File: config.mk
export PLATFORM = sky130hd
export DESIGN_NAME = bp_pht_ctrl_flat
export DESIGN_NICKNAME = d
export VERILOG_FILES = /design/src/rtl/bp_pht_ctrl_if.sv /design/src/rtl/bp_pht_ctrl.sv /design/src/flat_wrapper.sv
export SDC_FILE = /design/constraint.sdc
export NUM_CORES = 1
export LEC_CHECK = 0
export ABC_AREA = 0
export CAP_MARGIN = 20
export CORE_MARGIN = 1
export CORE_UTILIZATION = 55
export CTS_CLUSTER_DIAMETER = 50
export DETAILED_ROUTE_END_ITERATION = 16
export HOLD_SLACK_MARGIN = 0.1
export PLACE_DENSITY = 0.71
export SLEW_MARGIN = 30
export SYNTH_ARGS = -nofsm -noshare
export SYNTH_HDL_FRONTEND = slang
export SYNTH_SLANG_ARGS = --single-unit
File: constraint.sdc
create_clock -name clk -period 5.2 [get_ports clk]
set_clock_uncertainty 0.05 [all_clocks]
set_input_delay 0.52 -clock clk [delete_from_list [all_inputs] [get_ports clk]]
set_output_delay 0.52 -clock clk [all_outputs]
set_load 0.05 [all_outputs]
File: src/rtl/bp_pht_ctrl_if.sv
// -----------------------------------------------------------------------------
// bp_pht_ctrl_if
// Bundles the lookup and update handshakes of the pattern-history-table
// controller.
//   master : front-end / resolve side (drives requests and updates)
//   slave  : bp_pht_ctrl (drives ready, response)
// Signals:
//   req_valid/req_idx/req_ready     lookup request handshake
//   resp_valid/resp_taken/resp_ctr  lookup result, one cycle after acceptance
//   upd_valid/upd_idx/upd_taken/upd_ready  resolved-branch update handshake
// -----------------------------------------------------------------------------
interface bp_pht_ctrl_if #(
    parameter int IDX_W = 6
) ();
    logic             req_valid;
    logic [IDX_W-1:0] req_idx;
    logic             req_ready;
    logic             resp_valid;
    logic             resp_taken;
    logic [1:0]       resp_ctr;
    logic             upd_valid;
    logic [IDX_W-1:0] upd_idx;
    logic             upd_taken;
    logic             upd_ready;

    modport master (
        output req_valid, req_idx, upd_valid, upd_idx, upd_taken,
        input  req_ready, resp_valid, resp_taken, resp_ctr, upd_ready
    );

    modport slave (
        input  req_valid, req_idx, upd_valid, upd_idx, upd_taken,
        output req_ready, resp_valid, resp_taken, resp_ctr, upd_ready
    );
endinterface

File: src/rtl/bp_pht_ctrl.sv
// -----------------------------------------------------------------------------
// bp_pht_ctrl
// Controller for a single-ported table of 2^IDX_W two-bit saturating branch
// counters. After reset or flush it sweeps every entry to INIT_CTR; in RUN it
// performs one table access per cycle: a queue drain when the update queue is
// full, otherwise a lookup if requested, otherwise a drain if anything is
// queued. Lookups see the table as it stands (no forwarding from the queue).
// Ports:
//   clk        clock, rising edge
//   rst_n      asynchronous active-low reset
//   flush      synchronous; discards queued updates and restarts the sweep
//   bus        bp_pht_ctrl_if.slave: lookup request/response, update handshake
//   init_done  high while in RUN
// -----------------------------------------------------------------------------
module bp_pht_ctrl #(
    parameter int         IDX_W    = 6,
    parameter int         UQ_DEPTH = 4,
    parameter logic [1:0] INIT_CTR = 2'b11
) (
    input  logic          clk,
    input  logic          rst_n,
    input  logic          flush,
    bp_pht_ctrl_if.slave  bus,
    output logic          init_done
);
    localparam int ENTRIES = 1 << IDX_W;
    localparam int PTR_W   = $clog2(UQ_DEPTH);
    localparam int CNT_W   = PTR_W + 1;
    localparam logic [IDX_W-1:0] LAST_IDX = {IDX_W{1'b1}};
    localparam logic [CNT_W-1:0] FULL_CNT = CNT_W'(UQ_DEPTH);

    typedef enum logic {ST_INIT, ST_RUN} state_t;

    state_t           state;
    logic [IDX_W-1:0] sweep_idx;

    logic [1:0]       pht      [ENTRIES];
    logic [IDX_W-1:0] uq_idx   [UQ_DEPTH];
    logic             uq_taken [UQ_DEPTH];
    logic [PTR_W-1:0] head;
    logic [PTR_W-1:0] tail;
    logic [CNT_W-1:0] count;

    logic             resp_vld_p1;
    logic [1:0]       resp_ctr_p1;

    logic             run;
    logic             q_full;
    logic             q_empty;
    logic             do_lookup;
    logic             do_drain;
    logic             do_enq;
    logic [IDX_W-1:0] drain_idx;
    logic [1:0]       drain_val;

    // Two-bit saturating counter step toward the resolved outcome.
    function automatic logic [1:0] sat_update(input logic [1:0] ctr, input logic taken);
        if (taken)
            return (ctr == 2'b11) ? 2'b11 : ctr + 2'd1;
        else
            return (ctr == 2'b00) ? 2'b00 : ctr - 2'd1;
    endfunction

    assign run     = (state == ST_RUN);
    assign q_full  = (count == FULL_CNT);
    assign q_empty = (count == '0);

    // One table access per cycle: a full queue pre-empts lookups so updates
    // cannot be starved forever by a continuous request stream.
    assign do_lookup = run && !q_full && bus.req_valid;
    assign do_drain  = run && (q_full || (!bus.req_valid && !q_empty));
    assign do_enq    = run && !q_full && bus.upd_valid;

    assign drain_idx = uq_idx[head];
    assign drain_val = sat_update(pht[drain_idx], uq_taken[head]);

    assign bus.req_ready  = run && !q_full;
    assign bus.upd_ready  = run && !q_full;
    assign bus.resp_valid = resp_vld_p1;
    assign bus.resp_ctr   = resp_ctr_p1;
    assign bus.resp_taken = resp_ctr_p1[1];
    assign init_done      = run;

    // Control state: FSM, sweep pointer, queue pointers, lookup response (p1)
    always_ff @(posedge clk or negedge rst_n) begin
        if (!rst_n) begin
            state       <= ST_INIT;
            sweep_idx   <= '0;
            head        <= '0;
            tail        <= '0;
            count       <= '0;
            resp_vld_p1 <= 1'b0;
            resp_ctr_p1 <= 2'b00;
        end else begin
            // A lookup accepted in a flush cycle still returns its result.
            resp_vld_p1 <= do_lookup;
            if (do_lookup)
                resp_ctr_p1 <= pht[bus.req_idx];

            if (flush) begin
                state     <= ST_INIT;
                sweep_idx <= '0;
                head      <= '0;
                tail      <= '0;
                count     <= '0;
            end else begin
                if (state == ST_INIT) begin
                    sweep_idx <= sweep_idx + IDX_W'(1);
                    if (sweep_idx == LAST_IDX)
                        state <= ST_RUN;
                end
                if (do_enq)
                    tail <= tail + PTR_W'(1);
                if (do_drain)
                    head <= head + PTR_W'(1);
                count <= count + CNT_W'(do_enq) - CNT_W'(do_drain);
            end
        end
    end

    // Table storage: sweep write during INIT, read-modify-write drain in RUN
    always_ff @(posedge clk) begin
        if (state == ST_INIT)
            pht[sweep_idx] <= INIT_CTR;
        else if (do_drain)
            pht[drain_idx] <= drain_val;
    end

    // Update-queue storage
    always_ff @(posedge clk) begin
        if (do_enq) begin
            uq_idx[tail]   <= bus.upd_idx;
            uq_taken[tail] <= bus.upd_taken;
        end
    end

endmodule

File: src/flat_wrapper.sv
// flat-port wrapper written by rule: the top's interface ports become plain ports
module bp_pht_ctrl_flat 
#(
    parameter int         IDX_W    = 6,
    parameter int         UQ_DEPTH = 4,
    parameter logic [1:0] INIT_CTR = 2'b11
)
  (clk, rst_n, flush, init_done, bus_req_valid, bus_req_idx, bus_upd_valid, bus_upd_idx, bus_upd_taken, bus_req_ready, bus_resp_valid, bus_resp_taken, bus_resp_ctr, bus_upd_ready);
  bp_pht_ctrl_if #(.IDX_W(IDX_W)) bus_i ();
  input  logic clk;
  input  logic rst_n;
  input  logic flush;
  output logic init_done;
  input wire logic [$bits(bus_i.req_valid)-1:0] bus_req_valid;
  input wire logic [$bits(bus_i.req_idx)-1:0] bus_req_idx;
  input wire logic [$bits(bus_i.upd_valid)-1:0] bus_upd_valid;
  input wire logic [$bits(bus_i.upd_idx)-1:0] bus_upd_idx;
  input wire logic [$bits(bus_i.upd_taken)-1:0] bus_upd_taken;
  output wire logic [$bits(bus_i.req_ready)-1:0] bus_req_ready;
  output wire logic [$bits(bus_i.resp_valid)-1:0] bus_resp_valid;
  output wire logic [$bits(bus_i.resp_taken)-1:0] bus_resp_taken;
  output wire logic [$bits(bus_i.resp_ctr)-1:0] bus_resp_ctr;
  output wire logic [$bits(bus_i.upd_ready)-1:0] bus_upd_ready;
  assign bus_i.req_valid = bus_req_valid;
  assign bus_i.req_idx = bus_req_idx;
  assign bus_i.upd_valid = bus_upd_valid;
  assign bus_i.upd_idx = bus_upd_idx;
  assign bus_i.upd_taken = bus_upd_taken;
  assign bus_req_ready = bus_i.req_ready;
  assign bus_resp_valid = bus_i.resp_valid;
  assign bus_resp_taken = bus_i.resp_taken;
  assign bus_resp_ctr = bus_i.resp_ctr;
  assign bus_upd_ready = bus_i.upd_ready;
  bp_pht_ctrl #(.IDX_W(IDX_W), .UQ_DEPTH(UQ_DEPTH), .INIT_CTR(INIT_CTR)) u_core (.clk(clk), .rst_n(rst_n), .flush(flush), .bus(bus_i), .init_done(init_done));
endmodule
==> impl_metrics.yaml, run 1 <==
timing:
  rsz0062_at_grt: "no"
  slew_viol_final: 0
  slew_headroom: 0.477
  clock.fmax_ghz: 0.225
  setup_viol: 0
  final_hold_viol_count: 0
  min_period_ns: 4.45
  period_share: 0.855
  max_slew.worst_pin.slew_ns: 0.782
  holdWs_ns: 0.477
  setup_tns_ns: 0
global_route:
  antenna_found_initial: 0
  grt_usage: 0.266
  grt_pass1_vias: 5239
  grt.overflow.total: 0
  grt_pass1_wl_um: 30300
  grt_max_degree: 41
detailed_routing:
  wirelength_um: 19600
  drt-vias-per-instance: 6.71
  route.detailed.drc: 0
  drt-pass1-iter-count: 5
  wire_per_inst_um: 26.2
  drt-initial-drc-count: 531
  vias: 5021
  drtAntennaViolNets: 0
synth:
  synth_ff_type: "edfxtp_1"
  yosys_register_bits: 173
  synth_top_cell_by_area: "edfxtp_1"
  synthArstFlopShare: 0.0983
  synth_mux_area_frac: 0.242
  yosysMostFrequentCell: "edfxtp_1"
  synthSimpleGateAreaFrac: 0.0752
  seq_area_frac_synth: 0.600
  synth_top_family_by_area: "multiplexers"
  yosysWarnings: 0
  synth.distinct_cells: 52
  synth-edff-count: 156
  synth_fa_ha_area_frac: 0.0126
  synthesis.area_sq_um: 8520
  postSynthCellCount: 531
  synthTopCellsByArea: "edfxtp_1, mux4_2, dfrtp_1"
  syn_area_per_cell_sq_um: 16.0
  yosysTopAreaCellShare: 0.550
  synth_nets: 557
  synth_common_cells: "edfxtp_1, nor2_1, mux4_2"
  synth-compound-area-share: 0.0350
  synth-xor-area-share: 0.00925
finish:
  drive_gt1_frac: 0.198
  diodes: 0
  final_nets: 573
  syn_to_final_growth_pct: 11.5
cts:
  path_clk_slew_ns: 0.06
  postCtsSetupBuffers: 0
  cts_root_buf: "clkbuf_16"
  htreeDepth: 4
  cts_hold_buffers: 0
  cts_buffer_depth: 2
  insertion_delay_ns: 0.44
  cts_tree: "done"
  clkSinkCount: 173
  cts_resized: 0
  cts_buffers: 17
power:
  pwr_density_cell_nw_per_um2: 300
  vdd_drop_max_mv: 0.224
  p_leak_nw: 3.31
floorplanning:
  initial_utilization: 0.562
  dieWidth_um: 126
  row_count: 45
  die_area_sq_um: 16000
  core_area_sq_um: 15100
  io-pin-count: 25
  die_h_um: 126
worst_setup_path:
  cp_max_fo: 40
  start_kind: "register"
  startpoint: "u_core.head[0]"
  r2r-start: "u_core.head[0]"
  endpoint_kind: "register"
  cp.arrival_ns: 4.66
  cp.required_ns: 5.41
  crit_type: "reg -> reg"
placed_design:
  dpl.hpwl_um: 13300
  portBuffers: 24
  gp_congestion: 0.873
outcome:
  status: "completed"
run:
  drv_cap: 0
min_path:
  hold_class: "reg -> reg"
  min_from: "u_core.bus.resp_ctr[0]"
==> cells by family (layout without fill, tap and decap cells) <==
kind of cell	Yosys count	after routing
compound gates	37	37
xor+xnor	9	9
fa+ha+maj	8	8
buf+inv	45	74
flops	173	173
mux	109	109
simple gates	150	150
==> per-layer routing <==
layer,up-vias,GRT usage,routed length (um)
li1,2152,-,-
met1,2578,0.343,7720
met2,238,0.439,9850
met3,53,0.0548,1320
met4,0,0.121,677
met5,-,0,0
==> cells in the final DEF, fill, tap and decap left out, drive strengths merged, types with 2 or more instances in the layout <==
cell             n
xnor2            4
nor2            90
inv             13
mux2             9
nand2           26
clkinvlp         6
nor3             4
clkdlybuf4s50   23
nand4            2
and3             7
edfxtp         156
nor2b            7
a31oi            2
a21oi            2
nand2b           2
a22oi            3
mux2i           28
a32oi            5
clkinv           4
a32o             3
nand3            8
clkbuf          20
o22ai            2
xor2             5
o21ai            4
o2111ai          3
buf              7
dfrtp           17
a211oi           2
mux4            72
ha               7
==> worst max-delay path, cell delays in order, from the launching register on <==
cell       delay, ns
dfrtp_1         0.65
mux4_4          1.02
mux4_1          0.44
mux2i_1         0.10
o2bb2ai_1       0.14
a2111oi_1       0.64
o21ai_0         0.31
a21oi_4         0.59
buf_12          0.27
==> metrics by stage <==
| stage | power, mW | setup slack (ns) | area [sq um] | cells | util |
|---|---|---|---|---|---|
| finish | 2.85 | 0.753 | 9500 | 748 | 0.627 |
| detailed placement | 1.66 | 0.734 | 8920 | 716 | 0.589 |
| global route | 2.93 | 0.450 | 9500 | 748 | 0.627 |
| floorplan | 1.61 | 0.431 | 8520 | 531 | - |
| CTS | 2.86 | 0.735 | 9490 | 748 | 0.627 |
| global placement | 1.66 | 0.859 | 8910 | 716 | 0.588 |
==> final timing paths <==
path	to	slack (ns)	depth (start not counted)
worst max-delay path	u_core.pht[5][1]	0.75	8
worst min-delay path	u_core.bus.resp_ctr[0]	0.48	1
worst max register to register	u_core.pht[5][1]	0.75	8
worst min register to register	u_core.bus.resp_ctr[0]	0.48	1
max in group asynchronous	u_core.count[0]	4.12	1
min in group asynchronous	u_core.sweep_idx[5]	0.49	1
==> cell type report <==
cell class / instances / area (sq um)
Timing Repair Buffer: 30 / 305
Inverter: 12 / 45.0
Fill cell: 1059 / 5650
Multi-Input combinational cell: 313 / 3230
Sequential cell: 173 / 5110
Tap cell: 188 / 235
Clock inverter: 12 / 115
Clock buffer: 20 / 457
==> power breakdown <==
part	leakage (nW)	switching [mW]	internal, mW
Sequential	1.76	0.00561	1.50
Clock	0.261	0.536	0.686
Combinational	1.29	0.0711	0.0528
Total	3.31	0.613	2.24
==> state kept, by name, summed over array words and instances (netlist names) <==
signal	count
u_core.tail	2
u_core.count	3
u_core.bus.resp_ctr	2
u_core.sweep_idx	6
u_core.uq_idx	24
u_core.pht	128
u_core.uq_taken	4
u_core.head	2
u_core.bus.resp_valid	1
u_core.init_done	1
Note: power is estimated with default switching activity, not from simulation.
==> inputs of run 2 (changes only) <==
- CORE_UTILIZATION: 55 -> 47
- PLACE_DENSITY: 0.71 -> 0.63
==> run 2 against run 1 <==
  * Setup slack improved by 0.24 ns
  * Hold slack got worse by 0.017 ns
  * Critical endpoint is now u_core.pht[36][1]
  * Clock power is 15% higher
  * Total power is 6.3% higher
==> impl_metrics.yaml, run 2 (same netlist as run 1, synthesis figures left out) <==
worst_setup_path:
  cp.arrival_ns: 4.42
  cp_max_fo: 40
  crit_buf_inv: 3
  cpMostUsedCell: "buf_4"
  cp_cell_sequence: "buf_4 > mux4_1 > buf_4 > nand2b_1 > o2bb2ai_1 > a2111oi_1 > o21ai_0 > a21oi_4 > buf_12"
  critPathTopFamily: "compound AO/OA/AOI/OAI gates"
  reg2reg_slack_ns: 1.0
  endpoint_kind: "register"
  cp_slowest_cell: "mux4_1"
  max_stage_delay_ns: 0.96
  cp.required_ns: 5.42
  start_kind: "register"
  crit_type: "reg -> reg"
finish:
  diodes: 0
  syn_to_final_growth_pct: 13.1
  post-route-util: 0.551
  mostFrequentLayoutCell: "edfxtp_1"
  final_nets: 577
  drive_gt1_frac: 0.202
  largest_register_ffs: 128
  fillers: 1384
  largest_register: "u_core.pht"
  final_cell_mix: "edfxtp_1, nor2_1, mux4_2"
  reg_top3: "u_core.pht x128, u_core.uq_idx x24, u_core.sweep_idx x6"
run:
  drv_cap: 0
floorplanning:
  die_h_um: 137
  row_count: 48
  core_area_sq_um: 17500
  initial_utilization: 0.487
  dieWidth_um: 137
  die_area_sq_um: 18700
  io-pin-count: 25
timing:
  rsz0062_at_grt: "no"
  setup_tns_ns: 0
  setup_viol: 0
  final_hold_viol_count: 0
  slew_headroom: 0.361
  timing.final.ws_setup_ns: 0.996
  period_share: 0.809
  slew_viol_final: 0
  holdWs_ns: 0.460
  clock.fmax_ghz: 0.238
  min_period_ns: 4.20
  max_slew.worst_pin.slew_ns: 0.959
detailed_routing:
  drtAntennaViolNets: 0
  route.detailed.drc: 0
  vias: 5072
  drt-vias-per-instance: 6.43
  drt-pass1-iter-count: 7
  wire_per_inst_um: 25.6
  drt-initial-drc-count: 519
  wirelength_um: 20200
cts:
  cts_buffer_depth: 2
  cts_tree: "done"
  clkSinkCount: 173
  cts_resized: 0
  htreeDepth: 4
  path_clk_slew_ns: 0.06
  cts_buffers: 17
  postCtsSetupBuffers: 0
  cts_root_buf: "clkbuf_16"
  cts_hold_buffers: 0
  insertion_delay_ns: 0.44
global_route:
  grtUsageMet3: 0.0507
  antenna_found_initial: 0
  grt_pass1_vias: 5104
  grt_max_degree: 41
  top_usage_layer: "met2"
  grt.overflow.total: 0
  grt_usage: 0.233
  grtUsageMet2: 0.372
  grt_pass1_wl_um: 30200
  use_met1: 0.307
placed_design:
  gp_congestion: 0.852
  pre_cts_slack_ns: 0.985
  portBuffers: 24
  dpl.hpwl_um: 13800
outcome:
  status: "completed"
min_path:
  hold_class: "reg -> reg"
power:
  pwr_density_cell_nw_per_um2: 315
  p_leak_nw: 3.37
  vdd_drop_max_mv: 0.269
## run 2: cell types whose count changed in the layout (fill, tap and decap cells not counted), sizes merged
cell,previous run,this run
buf,7,11
bufinv,1,5
clkinvlp,6,2
clkbuf,20,18
clkinv,4,5
inv,13,14
## run 2: layout make-up
cell class,count,area (sq um),area share
sequential,173,5110,0.531
multi-input combinational,313,3230,0.335
clock buffer,18,429,0.0446
timing repair buffer,34,323,0.0335
tap,225,282,0.0292
clock inverter,14,216,0.0225
inverter,12,45.0,0.00468
## run 2: routing by layer
metal	vias up	part of all wire
met5	-	0
li1	2154	-
met4	0	0.030
met1	2634	0.41
met2	242	0.48
met3	42	0.075
## run 2: through the flow
stage | total power [mW] | cells | cell area (sq um)
4_1_cts | 3.05 | 789 | 9620
2_1_floorplan | 1.61 | 531 | 8520
5_1_grt | 3.10 | 789 | 9630
3_5_place_dp | 1.66 | 757 | 8980
3_3_place_gp | 1.66 | 757 | 8980
6_report | 3.03 | 789 | 9630
## run 2: path summary, 6_finish.rpt
check / to / from / depth (start not counted)
worst max register to register: u_core.pht[36][1] / u_core.head[0] / 9
max in group asynchronous: u_core.bus.resp_valid / rst_n / 1
worst max-delay path: u_core.pht[36][1] / u_core.head[0] / 9
worst min register to register: u_core.bus.resp_ctr[0] / u_core.bus.resp_ctr[0] / 1
worst min-delay path: u_core.bus.resp_ctr[0] / u_core.bus.resp_ctr[0] / 1
min in group asynchronous: u_core.sweep_idx[3] / rst_n / 1
## run 2: power breakdown
group | leakage (nW) | total, mW | internal, mW | switching, mW
clock | 0.310 | 1.40 | 0.854 | 0.547
combinational | 1.30 | 0.125 | 0.0529 | 0.0719
sequential | 1.76 | 1.51 | 1.50 | 0.00585
## run 2: worst register-to-register path, cell delays in order (launching register included)
cell and delay (ns):
dfrtp_1 0.37, buf_4 0.21, mux4_1 0.96, buf_4 0.37
nand2b_1 0.12, o2bb2ai_1 0.08, a2111oi_1 0.65, o21ai_0 0.32
a21oi_4 0.61, buf_12 0.28
==> inputs of run 3 (changes only) <==
- clock period: 5.2 -> 4.3 ns (I/O delays scaled with it)
==> run 3 against run 2 <==
  * Cell area fell by 0.91%
  * Sequential power rose by 21%
  * Fmax rose by 6.8%
  * Core utilization fell by 0.50 points
  * Critical endpoint is now u_core.pht[6][0]
  * Largest power group unchanged
  * Setup slack got worse by 0.63 ns
  * Sequential cell count did not move
  * Hold slack got worse by 0.037 ns
  * Clock-buffer cell count rose by 1
  * Clock power barely moved
  * Total power rose by 11%
==> impl_metrics.yaml, run 3 (same netlist as run 1, synthesis figures left out) <==
timing:
  min_period_ns: 3.94
  period_share: 0.916
  slew_viol_final: 0
  holdWs_ns: 0.423
  max_slew.worst_pin.slew_ns: 0.820
  setup_viol: 0
  rsz0062_at_grt: "no"
  slew_headroom: 0.451
  timing.final.ws_setup_ns: 0.363
  final_hold_viol_count: 0
  setup_tns_ns: 0
  clock.fmax_ghz: 0.254
worst_setup_path:
  cp.arrival_ns: 4.03
  reg2reg_slack_ns: 0.36
  start_kind: "register"
  cp.required_ns: 4.40
  endpoint_kind: "register"
  crit_type: "reg -> reg"
  cp_max_fo: 64
floorplanning:
  dieWidth_um: 137
  die_h_um: 137
  initial_utilization: 0.487
  io-pin-count: 25
  core_area_sq_um: 17500
  die_area_sq_um: 18700
  row_count: 48
global_route:
  antenna_found_initial: 0
  grt_max_degree: 65
  grt.overflow.total: 0
  grt_pass1_wl_um: 30600
  grt_usage: 0.234
  grt_pass1_vias: 5087
cts:
  postCtsSetupBuffers: 0
  path_clk_slew_ns: 0.06
  clkSinkCount: 173
  cts_resized: 0
  cts_hold_buffers: 0
  insertion_delay_ns: 0.43
  cts_tree: "done"
  htreeDepth: 4
  cts_root_buf: "clkbuf_16"
  cts_buffer_depth: 2
  cts_buffers: 17
finish:
  post-route-cell-area_sq_um: 9540
  post-route-util: 0.546
  final_cell_mix: "edfxtp_1, nor2_1, mux4_2"
  syn_to_final_growth_pct: 12.0
  mostFrequentLayoutCell: "edfxtp_1"
  instances_no_fill: 788
  diodes: 0
  drive_gt1_frac: 0.197
  reg_top3: "u_core.pht x128, u_core.uq_idx x24, u_core.sweep_idx x6"
  largest_register: "u_core.pht"
  final_nets: 577
  largest_register_ffs: 128
min_path:
  hold_class: "in -> async"
detailed_routing:
  route.detailed.drc: 0
  wire_per_inst_um: 25.5
  vias: 5008
  wirelength_um: 20100
  drt-initial-drc-count: 488
  drt-vias-per-instance: 6.36
  drt-pass1-iter-count: 5
  drtAntennaViolNets: 0
power:
  p_leak_nw: 3.33
  pwr_density_cell_nw_per_um2: 354
  power.total_mw: 3.38
  vdd_drop_max_mv: 0.300
placed_design:
  pre_cts_slack_ns: 0.370
  dp.cells: 757
  gp_congestion: 0.852
  dpl-instance-area_sq_um: 9000
  dpl.hpwl_um: 13600
  portBuffers: 24
outcome:
  status: "completed"
run:
  drv_cap: 0
-- run 3: worst max-delay path, stage by stage (launching register included) --
cell and delay (ns):
dfrtp_1 0.45, mux4_2 0.82, mux4_1 0.65, mux2i_1 0.25, o2bb2ai_1 0.16, a2111oi_1 0.15, or3b_1 0.45, a2bb2oi_4 0.13
buf_4 0.51
-- run 3: per-layer routing --
| layer | global-route usage | part of all wire |
|---|---|---|
| met5 | 0 | 0 |
| met4 | 0.0864 | 0.025 |
| met3 | 0.0456 | 0.073 |
| met2 | 0.378 | 0.49 |
| met1 | 0.315 | 0.41 |
-- run 3: path summary, 6_finish.rpt --
check                                       startpoint                      to  depth (start not counted)
worst max register to register          u_core.head[0]        u_core.pht[6][0]                          8
worst min-delay path                             rst_n          u_core.head[0]                          1
max in group asynchronous                        rst_n         u_core.count[0]                          1
worst max-delay path                    u_core.head[0]        u_core.pht[6][0]                          8
worst min register to register  u_core.bus.resp_ctr[0]  u_core.bus.resp_ctr[0]                          1
min in group clk                u_core.bus.resp_ctr[0]  u_core.bus.resp_ctr[0]                          1
-- run 3: final cells by class --
class                      instances  area [sq um]
clock buffer                      19           433
clock inverter                    12           100
fill                            1380          7930
inverter                          12          45.0
multi-input combinational        313          3230
sequential                       173          5110
tap                              225           282
timing repair buffer              34           348
-- run 3: power breakdown --
part           total, mW  internal [mW]  leakage [nW]  switching (mW)
registers           1.82           1.82          1.76         0.00661
logic              0.151         0.0651          1.31          0.0862
clock network       1.41          0.787         0.261           0.619
